===== config.mk =====
export PLATFORM = sky130hd
export DESIGN_NAME = neuron_mac
export DESIGN_NICKNAME = d
export VERILOG_FILES = /design/src/rtl/nn_fixed_pkg.sv /design/src/rtl/q_rescale_sat.sv /design/src/rtl/neuron_mac.sv
export SDC_FILE = /design/constraint.sdc
export NUM_CORES = 1
export LEC_CHECK = 0
export CORE_AREA = 5 5 134 264
export CTS_BUF_LIST = sky130_fd_sc_hd__clkbuf_16
export DETAILED_ROUTE_END_ITERATION = 10
export DIE_AREA = 0 0 139 269
export DONT_BUFFER_PORTS = 1
export HOLD_SLACK_MARGIN = 0.1
export MAX_ROUTING_LAYER = met4
export PLACE_DENSITY = 0.7
export SYNTH_ARGS = -nofsm -noshare
export SYNTH_HDL_FRONTEND = slang
export SYNTH_HIERARCHICAL = 1
export SYNTH_SLANG_ARGS = --single-unit

===== constraint.sdc =====
create_clock -name clk -period 8.5 [get_ports clk]
set_input_delay 0.425 -clock clk [delete_from_list [all_inputs] [get_ports clk]]
set_output_delay 0.425 -clock clk [all_outputs]
set_load 0.005 [all_outputs]

===== src/rtl/nn_fixed_pkg.sv =====
// Shared fixed-point constants and state type for the XOR network datapath.
// Used by the MAC neuron, the rescale/saturate stage and the sigmoid stage.
package nn_fixed_pkg;

  localparam int unsigned DATA_W    = 16;
  localparam int unsigned FRAC_BITS = 8;

  localparam int Q_ONE = 256;
  localparam int Q_MAX = 32767;
  localparam int Q_MIN = -32768;

  typedef enum logic {
    ACCUM,
    HOLD
  } state_e;

endpackage


===== src/rtl/q_rescale_sat.sv =====
// Combinational Q24.16 accumulator + Q8.8 bias -> saturated Q8.8 result.
// The shift is arithmetic, so fractional bits are truncated toward -inf.
module q_rescale_sat #(
  parameter int unsigned ACC_W     = 40,
  parameter int unsigned DATA_W    = 16,
  parameter int unsigned FRAC_BITS = 8
) (
  input  logic [ACC_W-1:0]  i_acc,
  input  logic [DATA_W-1:0] i_bias,
  output logic [DATA_W-1:0] o_sum
);

  import nn_fixed_pkg::*;

  localparam logic [DATA_W-1:0] SatPos = DATA_W'(Q_MAX);
  localparam logic [DATA_W-1:0] SatNeg = DATA_W'(Q_MIN);

  logic signed [ACC_W-1:0] w_shift;
  logic signed [ACC_W-1:0] w_bias_ext;
  logic signed [ACC_W-1:0] w_s;
  logic                    w_fits;

  assign w_shift    = $signed(i_acc) >>> FRAC_BITS;
  assign w_bias_ext = {{(ACC_W - DATA_W){i_bias[DATA_W-1]}}, i_bias};
  assign w_s        = w_shift + w_bias_ext;

  // In range when every bit above the result sign bit matches it.
  assign w_fits = (w_s[ACC_W-1:DATA_W-1] == '0) || (w_s[ACC_W-1:DATA_W-1] == '1);

  always_comb begin
    o_sum = w_s[DATA_W-1:0];
    if (!w_fits) begin
      o_sum = w_s[ACC_W-1] ? SatNeg : SatPos;
    end
  end

endmodule


===== src/rtl/neuron_mac.sv =====
// Sequential MAC neuron: accumulates x*w beats at full precision, adds bias,
// rescales and saturates to a Q8.8 pre-activation held until consumed.
module neuron_mac #(
  parameter int unsigned DATA_W    = 16,
  parameter int unsigned FRAC_BITS = 8,
  parameter int unsigned ACC_W     = 40,
  parameter int unsigned MAX_LEN   = 16
) (
  input  logic              clk,
  input  logic              rst_n,
  input  logic              in_valid,
  output logic              in_ready,
  input  logic [DATA_W-1:0] in_x,
  input  logic [DATA_W-1:0] in_w,
  input  logic [DATA_W-1:0] in_bias,
  input  logic              in_last,
  output logic              out_valid,
  input  logic              out_ready,
  output logic [DATA_W-1:0] out_sum,
  output logic              out_err
);

  import nn_fixed_pkg::*;

  localparam int unsigned CNT_W  = $clog2(MAX_LEN + 1);
  localparam int unsigned PROD_W = 2 * DATA_W;

  state_e                    r_state;
  state_e                    w_state_nxt;
  logic [ACC_W-1:0]          r_acc;
  logic [CNT_W-1:0]          r_count;
  logic                      r_first;
  logic [DATA_W-1:0]         r_bias;
  logic                      r_err;
  logic [DATA_W-1:0]         r_sum;

  logic                      w_xfer;
  logic                      w_hit_max;
  logic                      w_term;
  logic [CNT_W-1:0]          w_cnt_nxt;
  logic signed [PROD_W-1:0]  w_prod;
  logic [ACC_W-1:0]          w_prod_ext;
  logic [ACC_W-1:0]          w_acc_nxt;
  logic [DATA_W-1:0]         w_bias_eff;
  logic [DATA_W-1:0]         w_sum;

  assign w_xfer     = in_valid && in_ready;
  assign w_cnt_nxt  = r_count + 1'b1;
  assign w_hit_max  = (w_cnt_nxt == CNT_W'(MAX_LEN));
  assign w_term     = w_xfer && (in_last || w_hit_max);

  assign w_prod     = $signed(in_x) * $signed(in_w);
  assign w_prod_ext = {{(ACC_W - PROD_W){w_prod[PROD_W-1]}}, w_prod};
  assign w_acc_nxt  = (r_first ? '0 : r_acc) + w_prod_ext;

  // The terminating beat may also be the first, so its bias is taken live.
  assign w_bias_eff = r_first ? in_bias : r_bias;

  q_rescale_sat #(
    .ACC_W     (ACC_W),
    .DATA_W    (DATA_W),
    .FRAC_BITS (FRAC_BITS)
  ) u_rescale (
    .i_acc  (w_acc_nxt),
    .i_bias (w_bias_eff),
    .o_sum  (w_sum)
  );

  always_ff @(posedge clk or negedge rst_n) begin
    if (!rst_n) begin
      r_state <= ACCUM;
    end else begin
      r_state <= w_state_nxt;
    end
  end

  always_comb begin
    w_state_nxt = r_state;
    unique case (r_state)
      ACCUM: if (w_term) w_state_nxt = HOLD;
      HOLD:  if (out_ready) w_state_nxt = ACCUM;
      default: w_state_nxt = ACCUM;
    endcase
  end

  always_comb begin
    in_ready  = 1'b0;
    out_valid = 1'b0;
    unique case (r_state)
      ACCUM:   in_ready  = 1'b1;
      HOLD:    out_valid = 1'b1;
      default: in_ready  = 1'b0;
    endcase
  end

  always_ff @(posedge clk or negedge rst_n) begin
    if (!rst_n) begin
      r_acc   <= '0;
      r_count <= '0;
      r_first <= 1'b1;
      r_bias  <= '0;
      r_err   <= 1'b0;
      r_sum   <= '0;
    end else begin
      if (w_xfer) begin
        r_acc <= w_acc_nxt;
        if (r_first) begin
          r_bias <= in_bias;
        end
        if (w_term) begin
          r_first <= 1'b1;
          r_count <= '0;
          r_sum   <= w_sum;
          r_err   <= !in_last;
        end else begin
          r_first <= 1'b0;
          r_count <= w_cnt_nxt;
        end
      end
      if (out_valid && out_ready) begin
        r_err <= 1'b0;
      end
    end
  end

  assign out_sum = r_sum;
  assign out_err = r_err;

endmodule


=== Yosys cells after proc, flatten, opt, wreduce, memory -nomap -nowiden ===
Index checks and enable logic that the tools add are counted.

* Flip-flop bits (word level): 80
* Input port bits: 53
* Output and inout bits: 19
* Word-level logic and storage cells: 38

* Add/sub/neg operators: 3
* $mul: 1
* Eq/ne operators: 2
* Muxes and demuxes: 13
* Bitwise operators: 1
* Reduce and logical (&&, ||, !) cells: 11

{| class="wikitable"
|+ Operators with widths
! kind !! count
|-
| 2-to-1 mux 16 bit || 3
|-
| adder 40 bit || 1
|-
| 2-to-1 mux 40 bit || 1
|-
| adder 32 x 16 -> 33 bit || 1
|-
| multiplier 16 x 16 -> 32 bit || 1
|-
| equality test 25 bit, second input constant || 1
|-
| zero test 25 bit || 1
|-
| 2-to-1 mux 1 bit || 7
|-
| adder 5 x 1 -> 5 bit, second input constant || 1
|-
| equality test 5 bit, second input constant || 1
|-
| 2-to-1 mux 5 bit || 1
|-
| AND reduction 2 bit || 2
|-
| nonzero test 2 bit || 2
|-
| logical AND 1 bit || 3
|-
| logical OR 1 bit || 2
|-
| one-hot mux 1 bit (2 select lines) || 1
|-
| zero test 1 bit || 1
|-
| inverter 1 bit || 1
|}

=== Depth between registers and ports, before layout ===
* Word-level depth: 7
* Depth in mapped cells: 51
* Mapped depth without buffers: 49

=== Modules after synthesis ===
Netlist, hierarchy kept.

{| class="wikitable"
|+ By module, submodules not included
! module !! instances !! cells an instance !! area an instance (um^2) !! seq. area each (um^2)
|-
| neuron_mac || 1 || 1750 || 15554.9 || 2003.2
|-
| q_rescale_sat || 1 || 317 || 2369.8 || 0.0
|}

=== Worst setup path after synthesis ===
No wires, ideal clock.

* Path kind: in2reg
* Start point: in in_w[1]
* End point: reg r_sum[5] (netlist: out_sum[5])
* Setup time: 0.125 ns
* Arrival time: 10.474 ns
* Data required time: 8.375 ns
* Path slack: -2.098 ns
* Stages: 46
* Buffers on the path: 2
* Cell sequence: clkbuf_1 > nand2_1 > inv_1 > fa_1 > fa_1 > fa_1 > fa_1 > fa_1 > inv_1 > fa_1 > inv_1 > ha_1 > and3_1 > a31o_2 > nor2_1 > nand2_1 > a21o_1 > a21o_1 > [... 10 more ...] > a211oi_1 > or4b_4 > a2111oi_4 > o31ai_2 > a21oi_1 > a31o_1 > xnor2_1 > ha_1 > a21o_1 > a21o_1 > nor3_1 > a21oi_1 > o311ai_2 > nor4_1 > a41oi_1 > buf_6 > o22ai_2 > mux2_2

* Longest elaborated chain between the ends: 6
* Elaborated cells between the ends (all ways): 8
* Those cells by class: add/sub: 2; mul: 1; eq/ne: 1; mux: 2; reduce/logical: 2

{| class="wikitable"
|+ Ends and longest elaborated chain
! element !! RTL line !! RTL
|-
| start: declaration || neuron_mac.sv:14 || <nowiki>input logic [DATA_W-1:0] in_w,</nowiki>
|-
| multiplier 16 x 16 -> 32 bit (*) || neuron_mac.sv:52 || <nowiki>assign w_prod = $signed(in_x) * $signed(in_w);</nowiki>
|-
| adder 40 bit (*) || neuron_mac.sv:54 || <nowiki>assign w_acc_nxt = (r_first ? '0 : r_acc) + w_prod_ext;</nowiki>
|-
| via w_acc_nxt[37] || neuron_mac.sv:43 || <nowiki>logic [ACC_W-1:0] w_acc_nxt;</nowiki>
|-
| adder 32 x 16 -> 33 bit (*) || q_rescale_sat.sv:25 || <nowiki>assign w_s = w_shift + w_bias_ext;</nowiki>
|-
| equality test 25 bit or zero test 25 bit (tied branches) || q_rescale_sat.sv:28 || <nowiki>assign w_fits = (w_s[ACC_W-1:DATA_W-1] == '0) || (w_s[ACC_W-1:DATA_W-1] == '1);</nowiki>
|-
| logical OR 1 bit || q_rescale_sat.sv:28 ||
|-
| 2-to-1 mux 16 bit (*) || q_rescale_sat.sv:32 || <nowiki>if (!w_fits) begin</nowiki>
|-
| via w_sum[5] || neuron_mac.sv:45 || <nowiki>logic [DATA_W-1:0] w_sum;</nowiki>
|-
| end signal: assignment || neuron_mac.sv:113 || <nowiki>r_sum <= w_sum;</nowiki>
|-
| end: declaration || neuron_mac.sv:35 || <nowiki>logic [DATA_W-1:0] r_sum;</nowiki>
|}

Mark *: on every way through the listed nets, which the timed path passes. The rest lies on a longest branch.
A chain may end at the register's enable or synchronous reset.

=== Worst setup path in the final report ===
* Start point: in in_w[4]
* End point: reg r_sum[2] (netlist: out_sum[2])

Same word-level chain as after synthesis.

==> results.txt <==
- The root buffer cell chosen for the clock tree is sky130_fd_sc_hd__clkbuf_16.
* Chip width: 139 um
* Antenna Diode Count: 0
* Met2 global-route usage: between 40% and 50%
- In the global route stage, met3 resource usage came out at 1.92%.
- Critical register-to-register path endpoint: out_sum[2]
* Cell with the most instances on the worst path: sky130_fd_sc_hd__fa_1
* Critical path launch point type: input port
* End-of-flow core utilization: 64.9%
- Max Cap Viol: 0
- Post-synth EDFFs: 0
- Setup slack on the critical path of the routed design comes to -1.50 ns.
- Count of nets left with antenna violations after detail routing: 0
- After layout, the minimum clock period comes to ~10 ns.
- For this block, the routed nets add up to between 40000 and 50000 um of wire.
- Placed wire-length estimate: 37100 um
* Transition time at the pin with the least slew margin: 0.994 ns
- Number of fill cells in the layout: about 2.8k
- The checks that failed: negative setup slack.
- TritonCTS built the clock tree.
- Clock latency on the worst-skew pair, taken at its later pin, is 0.35 ns.
- Flop-to-flop setup slack: 1.70 ns
- Worst-path clk slew: around 0.07 ns
- The number of antenna violations at the first check in global routing was 0.
* Worst path slowest cell: sky130_fd_sc_hd__or4b_4
- From synthesis to final layout, the design area changed by 20.5%.
- The run finished, with violations left.
* Number of slew-limit violations in the final report: 0
* Final global-route overflow total: 0
* Area of the die: about 0.037 mm^2
- Worst flop-to-flop path startpoint: r_first
- Post-route DRC violation count: 0
- The min-delay analysis places its worst path in the category in -> reg.
- Of the available clock period, the critical path in the final layout requires 118%.
- The synthesized netlist occupies a cell area of 0.0179 mm^2.
- Standard-cell row count: 95
- Largest fanout of any net on the critical path: 16
* Area of the core: 0.0333 mm^2
- The first TritonRoute pass finished after 5 iterations.
- Met1 routing resource usage after global routing: 28.8%
- Flip-flop cell with the highest count after synthesis: sky130_fd_sc_hd__dfrtp_1
- The worst pin sits at a relative slew slack of 33.8%.
* Share of flip-flops with an asynchronous set or reset: between 90% and 100%
- met2 is the most crowded layer.
- End point of the critical path: out_sum[2]
* Die Span Y: 269 um
- CTS H-tree depth: 3
* Peak Freq: 0.100 GHz
- Start-to-end type of the worst setup path: in -> reg
- STA puts the critical path data required time at 8.74 ns.
* Via count: 15.3k
- Routability-driven placement finished with a final weighted congestion of 0.931.
- Cell count of the worst reg-to-reg path: 26
* Synthesized Nets: 2537
- At the end of the flow, the number of nets in the layout was 2833.
- Overall fraction of global-route tracks in use: 26.1%
- Counting every sink on the clock net gives 80.
* Distinct cell type count of the synthesized netlist: between 90 and 100
* CTS Buf Count: 9
- Number of global-route vias before repair: ~17k
* Data arrival time at the worst-slack endpoint: 10.24 ns
- Total of buffers placed on input and output ports: 0
- Via count normalized by instance count: 5.45
- For this configuration, the core starts out at a cell density of 53.9%.
* Ratio of cells with drive above 1 in the final layout: 23.9%
* Setup skew after layout: around 0.009 ns
- In this run the worst setup path begins at in_w[4].
- STA classifies the critical path endpoint as a flip-flop.
* Synth warn: 6
- The average instance in the mapped netlist occupies slightly below 9 um^2.
- Setup violations remaining at the end of the flow were counted as 16.
- Sequential area share after synthesis: 11.2%
- After detailed routing, the average wire length per cell comes to 16.4 um.
- Synth Register Bits: 80
- Largest net degree at the start of global routing: 81
- Pin placement for this block handled 72 I/O pins.
- Violation count after the first detailed-route iteration: 688
- Unrepaired setup endpoints after global routing: true
- The number of hold-slack violations in the final timing report came to 0.
* Buffers from clock root to sink, at most: 2
* Worst path max stage delay: 0.57 ns
* Post-synthesis instance total: 2067
* First-pass GRT wire length: just under 80000 um
## cell usage after synthesis, drive strengths merged, types with 14 or more instances
cell,number,area [um^2]
xnor2,65,577
a21o,44,335
o21bai,14,105
nor2,70,268
nand4,18,119
nand3,17,90.1
nand2,330,1240
dfrtp,79,1980
buf,21,139
ha,153,1910
a211oi,25,208
nand2b,15,93.8
clkbuf,49,216
o21ai,62,329
inv,329,1230
o22ai,19,181
mux2,42,473
nor2b,46,288
xor2,29,262
nor3,25,136
a21oi,95,498
and2,126,788
fa,264,5290
o21a,17,128
## metal layers
layer  vias up  part of all wire, %
li1       7268                    -
met1      7613                   38
met2       284                   56
met3       107                  2.8
met4         0                  3.2
met5         -                    0
## layout make-up
cell class                 instances  area [um^2]  share of cell area [%]
multi-input combinational       1588        14800                    68.5
timing repair buffer             355         2740                    12.7
clock buffer                       9          225                    1.04
clock inverter                     7         53.8                   0.249
sequential                        80         2000                    9.28
inverter                         329         1230                    5.72
tap                              436          546                    2.53
## cells by family after synthesis
logic type      synth area share, %
compound gates                 13.7
xor+xnor                       4.68
fa+ha+maj                      40.2
buf+inv                        8.87
flops                          11.2
mux                            2.92
simple gates                   18.5
## through the flow
| stage | setup slack (ns) | cells | hold WS (ns) | instance area [um^2] | TNS [ns] |
|---|---|---|---|---|---|
| after floorplan | -1.52 | 2067 | 0.129 | 18300 | -23.03 |
| after global placement | -1.76 | 2778 | 0.131 | 21000 | -27.81 |
| after detailed placement | -2.00 | 2778 | 0.131 | 21000 | -31.37 |
| after CTS | -1.43 | 2800 | 0.153 | 21400 | -22.20 |
| after global routing | -1.96 | 2804 | 0.147 | 21600 | -31.08 |
| final | -1.50 | 2804 | 0.164 | 21600 | -23.13 |
## cell usage in the layout (no fill, tap or decap), drive strengths merged, types with 4 or more instances in the layout
cell,count
a31o,5
a21boi,6
o21ai,62
nor2,70
a31oi,6
nand3,17
o21a,17
xor2,29
inv,332
nor3,25
nand2b,15
nand4,18
fa,264
dfrtp,79
xnor2,65
mux2,42
a21o,44
nand2,330
o2111ai,5
mux2i,5
nor2b,46
o22ai,19
a221oi,4
ha,153
and3,7
nor4,8
buf,353
or2,4
a21oi,95
clkbuf,10
or3,5
a211oi,25
o21bai,14
o211ai,12
and2,126
## registers in the layout (all words and copies together) (netlist names)
signal	count
out_sum	16
r_bias	16
out_err	1
r_count	5
r_first	1
r_acc	40
r_state	1
## worst max-delay path, delay by kind of cell
family / cells / cell delay, ns
AOI/OAI and AO/OA: 18 / 2.83
xor gates and xnor gates: 2 / 0.19
adders and majority gates: 9 / 4.00
buffers and inverters: 6 / 0.53
muxes: 1 / 0.26
and+or+nand+nor: 12 / 2.01
## worst min path at each step
stage               cells past startpoint  slack [ns]  endpoint      start
finish                                  1        0.16   r_state  out_ready
global route                            1        0.15   r_state  out_ready
CTS                                     1        0.15   r_state  out_ready
detailed placement                      0        0.13  r_acc[4]      rst_n
global placement                        0        0.13  r_acc[4]      rst_n
floorplan                               0        0.13   out_err      rst_n
## repair_timing
item	4_1_cts	5_1_grt
setup endpoints to repair	16	18
buffers inserted	4	3
cloned	0	1
resized for setup	15	37
endpoints found under the hold margin	80	0
pin swaps	6	21
hold buffers	2	0
Power is left out: the tool's default activity adds up to more than one toggle a clock period on the data nets, which glitch-free logic cannot reach.
